$ cat src/rtl/switch_block_corner_cfg.sv
// Corner switch block: right-side and top-side tracks cross-connected through a
// serially loaded, length-checked configuration with a fixed corner pattern at reset.
module switch_block_corner_cfg #(
  parameter int CHANNEL_ONEWAY_WIDTH = 4,
  parameter int REGISTERED_OUT       = 0
) (
  input  logic                            clk,
  input  logic                            rst_n,
  input  logic [CHANNEL_ONEWAY_WIDTH-1:0] right_in,
  input  logic [CHANNEL_ONEWAY_WIDTH-1:0] top_in,
  output logic [CHANNEL_ONEWAY_WIDTH-1:0] right_out,
  output logic [CHANNEL_ONEWAY_WIDTH-1:0] top_out,
  input  logic                            cfg_en,
  input  logic                            cfg_in,
  output logic                            cfg_out,
  input  logic                            cfg_load,
  output logic                            cfg_done,
  output logic                            cfg_err
);

  localparam int W        = CHANNEL_ONEWAY_WIDTH;
  localparam int IDX_W    = $clog2(W);
  localparam int SEL_W    = IDX_W + 1;
  localparam int CFG_BITS = 2 * W * SEL_W;
  localparam int CNT_W    = $clog2(CFG_BITS + 2);

  localparam logic [CNT_W-1:0] CNT_FULL = CNT_W'(CFG_BITS);
  localparam logic [CNT_W-1:0] CNT_SAT  = CNT_W'(CFG_BITS + 1);
  localparam logic [SEL_W-1:0] W_SEL    = SEL_W'(W);

  // Field k (both directions) is enabled with source index (W-2-k) mod W.
  function automatic logic [CFG_BITS-1:0] corner_pattern();
    logic [CFG_BITS-1:0] p;
    int j;
    p = '0;
    for (int k = 0; k < 2 * W; k++) begin
      j = k % W;
      p[k*SEL_W +: SEL_W] = {1'b1, IDX_W'((j <= W - 2) ? (W - 2 - j) : (W - 1))};
    end
    return p;
  endfunction

  localparam logic [CFG_BITS-1:0] ACT_RST = corner_pattern();

  function automatic logic pick(input logic [W-1:0] src, input logic [SEL_W-1:0] f);
    if (f[SEL_W-1] && ({1'b0, f[IDX_W-1:0]} < W_SEL)) return src[f[IDX_W-1:0]];
    return 1'b0;
  endfunction

  typedef enum logic {RUN, SHIFT} state_e;

  state_e              state_q, state_d;
  logic [CFG_BITS-1:0] sh_q, sh_d;
  logic [CFG_BITS-1:0] act_q, act_d;
  logic [CNT_W-1:0]    cnt_q, cnt_d;
  logic                cfg_done_q, cfg_done_d;
  logic                cfg_err_q, cfg_err_d;
  logic [W-1:0]        right_out_d, top_out_d;

  always_ff @(posedge clk or negedge rst_n) begin
    if (!rst_n) begin
      state_q    <= RUN;
      sh_q       <= '0;
      act_q      <= ACT_RST;
      cnt_q      <= '0;
      cfg_done_q <= 1'b0;
      cfg_err_q  <= 1'b0;
    end else begin
      state_q    <= state_d;
      sh_q       <= sh_d;
      act_q      <= act_d;
      cnt_q      <= cnt_d;
      cfg_done_q <= cfg_done_d;
      cfg_err_q  <= cfg_err_d;
    end
  end

  always_comb begin
    state_d    = state_q;
    sh_d       = sh_q;
    act_d      = act_q;
    cnt_d      = cnt_q;
    cfg_done_d = 1'b0;
    cfg_err_d  = cfg_err_q;

    case (state_q)
      RUN:     if (cfg_en)   state_d = SHIFT;
      SHIFT:   if (cfg_load) state_d = RUN;
      default: state_d = RUN;
    endcase

    // A load wins over a simultaneous shift; sh is kept so a repeat load fails.
    if (cfg_load) begin
      cnt_d = '0;
      if (cnt_q == CNT_FULL) begin
        act_d      = sh_q;
        cfg_done_d = 1'b1;
      end else begin
        cfg_err_d = 1'b1;
      end
    end else if (cfg_en) begin
      sh_d = {sh_q[CFG_BITS-2:0], cfg_in};
      if (cnt_q != CNT_SAT) cnt_d = cnt_q + CNT_W'(1);
    end
  end

  always_comb begin
    right_out_d = '0;
    top_out_d   = '0;
    for (int k = 0; k < W; k++) begin
      right_out_d[k] = pick(top_in, act_q[k*SEL_W +: SEL_W]);
      top_out_d[k]   = pick(right_in, act_q[(k+W)*SEL_W +: SEL_W]);
    end
  end

  generate
    if (REGISTERED_OUT != 0) begin : g_reg
      logic [W-1:0] right_out_q, top_out_q;
      always_ff @(posedge clk or negedge rst_n) begin
        if (!rst_n) begin
          right_out_q <= '0;
          top_out_q   <= '0;
        end else begin
          right_out_q <= right_out_d;
          top_out_q   <= top_out_d;
        end
      end
      assign right_out = right_out_q;
      assign top_out   = top_out_q;
    end else begin : g_comb
      assign right_out = right_out_d;
      assign top_out   = top_out_d;
    end
  endgenerate

  assign cfg_out  = sh_q[CFG_BITS-1];
  assign cfg_done = cfg_done_q;
  assign cfg_err  = cfg_err_q;

endmodule
$ cat config.mk
export PLATFORM = sky130hd
export DESIGN_NAME = switch_block_corner_cfg
export DESIGN_NICKNAME = d
export VERILOG_FILES = /design/src/rtl/switch_block_corner_cfg.sv
export SDC_FILE = /design/constraint.sdc
export NUM_CORES = 1
export LEC_CHECK = 0
export BUFFER_PORTS_ARGS = -buffer_cell sky130_fd_sc_hd__buf_2
export CAP_MARGIN = 20
export CORE_MARGIN = 3
export CORE_UTILIZATION = 62
export DETAILED_ROUTE_END_ITERATION = 12
export GPL_TIMING_DRIVEN = 0
export PLACE_DENSITY = 0.83
export SKIP_LAST_GASP = 1
export SLEW_MARGIN = 25
export SYNTH_ARGS = -nofsm -noshare
export SYNTH_HDL_FRONTEND = slang
export SYNTH_SLANG_ARGS = --single-unit
$ cat constraint.sdc
create_clock -name clk -period 3.3 [get_ports clk]
set_input_delay 0.495 -clock clk [delete_from_list [all_inputs] [get_ports clk]]
set_output_delay 0.495 -clock clk [all_outputs]
set_load 0.02 [all_outputs]
==> metrics.txt <==
# TYPE chip_impl_metric gauge
chip_impl_info{name="outcome",value="complete, no violations"} 1
chip_impl_metric{name="skew",unit="ps"} 3.454
chip_impl_metric{name="wl_per_cell",unit="um"} 16.53
chip_impl_metric{name="finish.cell_count_without_fillers",unit=""} 231
chip_impl_metric{name="cp_data_required_time",unit="ps"} 2800
chip_impl_metric{name="initial_antenna_violation_count",unit=""} 0
chip_impl_metric{name="clkTransAtPathRegs",unit="ps"} 90
chip_impl_metric{name="clock_sinks",unit=""} 55
chip_impl_metric{name="vias",unit=""} 1297
chip_impl_metric{name="post_cts_setup_bufs",unit=""} 0
chip_impl_info{name="tritoncts",value="built"} 1
chip_impl_metric{name="post_synth.cell_area_avg",unit="um^2"} 16.27
chip_impl_metric{name="fin_hold_ws",unit="ps"} 210.4
chip_impl_metric{name="p_comb_frac",unit=""} 0.108
chip_impl_metric{name="die_area",unit="um^2"} 4810
chip_impl_metric{name="timing.final.crit_share",unit=""} 0.6518
chip_impl_metric{name="met2WireLength",unit="um"} 1895
chip_impl_metric{name="insertion_delay",unit="ps"} 300
chip_impl_metric{name="gp_congestion",unit=""} 0.7894
chip_impl_metric{name="layout.filler_cells",unit=""} 233
chip_impl_metric{name="initial_core_utilization",unit=""} 0.6599
chip_impl_metric{name="cellInternalPower",unit="uW"} 1050
chip_impl_metric{name="wire_length_of_the_first_global_routing_pass",unit="um"} 6872
chip_impl_metric{name="detail_route.first_pass.iterations",unit=""} 4
chip_impl_metric{name="r2r_depth",unit=""} 5
chip_impl_metric{name="synth_enable_flop_cells",unit=""} 0
chip_impl_metric{name="p_sw",unit="uW"} 326.5
chip_impl_metric{name="seq_power_share",unit=""} 0.604
chip_impl_metric{name="routedLengthMet1",unit="um"} 1707
chip_impl_metric{name="cts_buffers",unit=""} 5
chip_impl_metric{name="die_w",unit="um"} 69.36
chip_impl_metric{name="async_flop_share",unit=""} 1.000
chip_impl_info{name="top_layer_used_by_detailed_routing",value="met4"} 1
chip_impl_metric{name="max-clock-path-buffers",unit=""} 2
chip_impl_metric{name="synth.cell_area",unit="um^2"} 2489
chip_impl_info{name="rsz0062_at_grt",value="no"} 1
chip_impl_metric{name="nNetsFinal",unit=""} 198
chip_impl_metric{name="detail_route.iter0.violations",unit=""} 76
chip_impl_info{name="library_cell_occupying_the_most_area_in_the_post_synthesis_netlist",value="sky130_fd_sc_hd__dfrtp_1"} 1
chip_impl_info{name="synthFlopType",value="sky130_fd_sc_hd__dfrtp_1"} 1
chip_impl_metric{name="p_sw_frac",unit=""} 0.2372
chip_impl_metric{name="globalRouteTotalUtil",unit=""} 0.1802
chip_impl_metric{name="maximum_net_fanout_on_the_critical_path",unit=""} 2
chip_impl_metric{name="largest_net_degree_at_the_start_of_global_routing",unit=""} 56
chip_impl_metric{name="timing_hold_violations_final",unit=""} 0
chip_impl_info{name="criticalPathCategory",value="flip-flop to output pin"} 1
chip_impl_metric{name="worstPathArrival",unit="ps"} 1660
chip_impl_metric{name="die_h",unit="um"} 69.36
chip_impl_info{name="timing.critical_path.to_type",value="output pin"} 1
chip_impl_metric{name="maxSlewHeadroom",unit=""} 0.5637
chip_impl_info{name="timing.critical_path.cells",value="mux4_2, and2_1, buf_2"} 1
chip_impl_metric{name="share_of_the_synthesized_area_in_the_top_cell_type",unit=""} 0.3922
chip_impl_metric{name="boundaryPins",unit=""} 24
chip_impl_metric{name="power_per_cell_area",unit="nW/um^2"} 497.8
chip_impl_info{name="clockRootBuffer",value="sky130_fd_sc_hd__clkbuf_8"} 1
chip_impl_metric{name="setup_total_negative_slack",unit="ps"} 0
chip_impl_info{name="synthTopCellsByArea",value="sky130_fd_sc_hd__dfrtp_1 39%, sky130_fd_sc_hd__dfstp_2 17%, sky130_fd_sc_hd__mux2_2 14%, sky130_fd_sc_hd__mux2_4 11%, sky130_fd_sc_hd__mux4_2 7.2%"} 1
chip_impl_metric{name="route.detailed.drc",unit=""} 0
chip_impl_info{name="rr_startpoint",value="cnt_q[0]"} 1
chip_impl_metric{name="final_antenna_net_count",unit=""} 0
chip_impl_metric{name="ff2ff_setup_slack",unit="ps"} 1790
chip_impl_metric{name="cts_htree_levels",unit=""} 2
chip_impl_metric{name="final-max-slew-violation-count",unit=""} 0
chip_impl_metric{name="p_leak",unit="uW"} 0.001332
chip_impl_metric{name="postSynthCellCount",unit=""} 153
chip_impl_info{name="cp-start-kind",value="flip-flop"} 1
chip_impl_metric{name="synth_cell_type_count",unit=""} 24
chip_impl_metric{name="synth_nets",unit=""} 169
chip_impl_metric{name="placed_cells",unit=""} 223
chip_impl_metric{name="seq_area_frac_synth",unit=""} 0.5611
chip_impl_info{name="setup.worst_path.start",value="act_q[21]"} 1
chip_impl_metric{name="cts_resized",unit=""} 0
chip_impl_metric{name="totalWireLength",unit="um"} 3818
chip_impl_metric{name="layout-drive-gt1-share",unit=""} 0.6066
chip_impl_metric{name="insertedDiodeCount",unit=""} 0
chip_impl_info{name="r2r-end",value="act_q[18]"} 1
chip_impl_metric{name="detailed_place_hpwl",unit="um"} 2739
chip_impl_metric{name="first_global_vias",unit=""} 1456
chip_impl_metric{name="detailroute.wirelength.met3",unit="um"} 139
chip_impl_info{name="synthMostInstantiatedCell",value="sky130_fd_sc_hd__dfrtp_1"} 1
chip_impl_info{name="timing.hold.worst.class",value="input pin to async pin"} 1
chip_impl_info{name="worst_path_max_delay_cell",value="sky130_fd_sc_hd__dfstp_2"} 1
chip_impl_metric{name="num_rows",unit=""} 22
chip_impl_metric{name="synth-warning-count",unit=""} 0
chip_impl_metric{name="holdBufCountCts",unit=""} 0
chip_impl_metric{name="core_area",unit="um^2"} 3771
chip_impl_metric{name="fin_crit",unit="ps"} 2151
chip_impl_metric{name="timing.max_cap.violations",unit=""} 0
chip_impl_metric{name="share_clk_of_total_power",unit=""} 0.288
chip_impl_info{name="synth.top_cells.by_count",value="39 x sky130_fd_sc_hd__dfrtp_1, 30 x sky130_fd_sc_hd__mux2_2, 19 x sky130_fd_sc_hd__mux2_4, 16 x sky130_fd_sc_hd__dfstp_2"} 1
chip_impl_metric{name="finalSetupViolCount",unit=""} 0
chip_impl_metric{name="io_buffer_count",unit=""} 22
chip_impl_metric{name="grt.overflow.total",unit=""} 0
chip_impl_metric{name="postSynthRegisterBits",unit=""} 55
chip_impl_metric{name="max_ir_drop_vdd",unit="mV"} 0.3557
chip_impl_metric{name="layout_area_overhead",unit="%"} 11.11
chip_impl_info{name="crit_path_end",value="top_out[3]"} 1
chip_impl_metric{name="detail_route.vias_per_cell",unit=""} 5.615
chip_impl_metric{name="tightest_slew",unit="ps"} 654.4
chip_impl_metric{name="max_stage_delay",unit="ps"} 560
chip_impl_metric{name="clock.fmax",unit="GHz"} 0.4649
layer usage:
| layer | global-route usage | vias up |
|---|---|---|
| li1 | - | 602 |
| met3 | 0.05072 | 7 |
| met1 | 0.2253 | 666 |
| met4 | 0.07809 | 0 |
| met5 | 0 | - |
| met2 | 0.2934 | 22 |
flip-flops by register name, summed over array words and instances, names as in the netlist:
register,count
cfg_done,1
cfg_err,1
act_q,24
cnt_q,5
sh_q,24
worst max-delay path: cells and delay by family, from the launching register on:
family,cells,cell delay (ps)
buffers and inverters,1,150
DFF,1,560
and+or+nand+nor,1,160
muxes,1,480
area by class of cell:
class | count | area, um^2 | share of cell area
sequential | 55 | 1396 | 0.5050
multi-input combinational | 89 | 1033 | 0.3738
timing repair buffer | 22 | 112.6 | 0.04072
clock buffer | 7 | 96.34 | 0.03484
tap | 48 | 60.06 | 0.02172
buffer | 6 | 47.55 | 0.01719
inverter | 3 | 11.26 | 0.004072
clock inverter | 1 | 7.507 | 0.002715
worst min path at each step:
stage | slack [ps] | to
6_report | 210 | act_q[7]
3_3_place_gp | 440 | cfg_err
5_1_grt | 250 | sh_q[9]
2_1_floorplan | 200 | act_q[0]
3_5_place_dp | 470 | cfg_err
4_1_cts | 230 | act_q[7]
power groups by stage:
stage	sequential [uW]	clock, uW	combinational (uW)
2_1_floorplan	822	0	114
3_3_place_gp	839	0	143
3_5_place_dp	848	0	149
4_1_cts	834	408	152
5_1_grt	847	436	165
6_report	832	397	148
cell usage in the layout (no fill, tap or decap), drive strengths merged:
cell	instances
clkinvlp	1
clkbuf	7
nand3	1
and3b	1
a311o	1
and2	8
mux2i	1
a21o	1
a21boi	1
a21oi	1
nor2b	1
nand4	2
nor2	4
ha	3
nand2b	2
mux4	8
nand2	3
inv	3
mux2	49
buf	28
dfstp	16
dfrtp	39
xor2	2
logic make-up after synthesis:
group,share of synthesized area
AO/OA/AOI/OAI,0.01207
XOR/XNOR,0.007040
adder cells (fa/ha/maj),0.01508
buffers and inverters,0.02363
flip-flops,0.5611
multiplexers,0.3268
AND/OR/NAND/NOR,0.05430
stage by stage:
step	setup slack, ps	area (um^2)	util	power (uW)
2_1_floorplan	1589	2489	-	935.6
3_3_place_gp	1389	2659	0.7050	982.1
3_5_place_dp	1381	2661	0.7057	997.2
4_1_cts	1131	2765	0.7332	1393
5_1_grt	1072	2765	0.7332	1448
6_report	1149	2765	0.7332	1377
(Power assumes the default switching activity.)
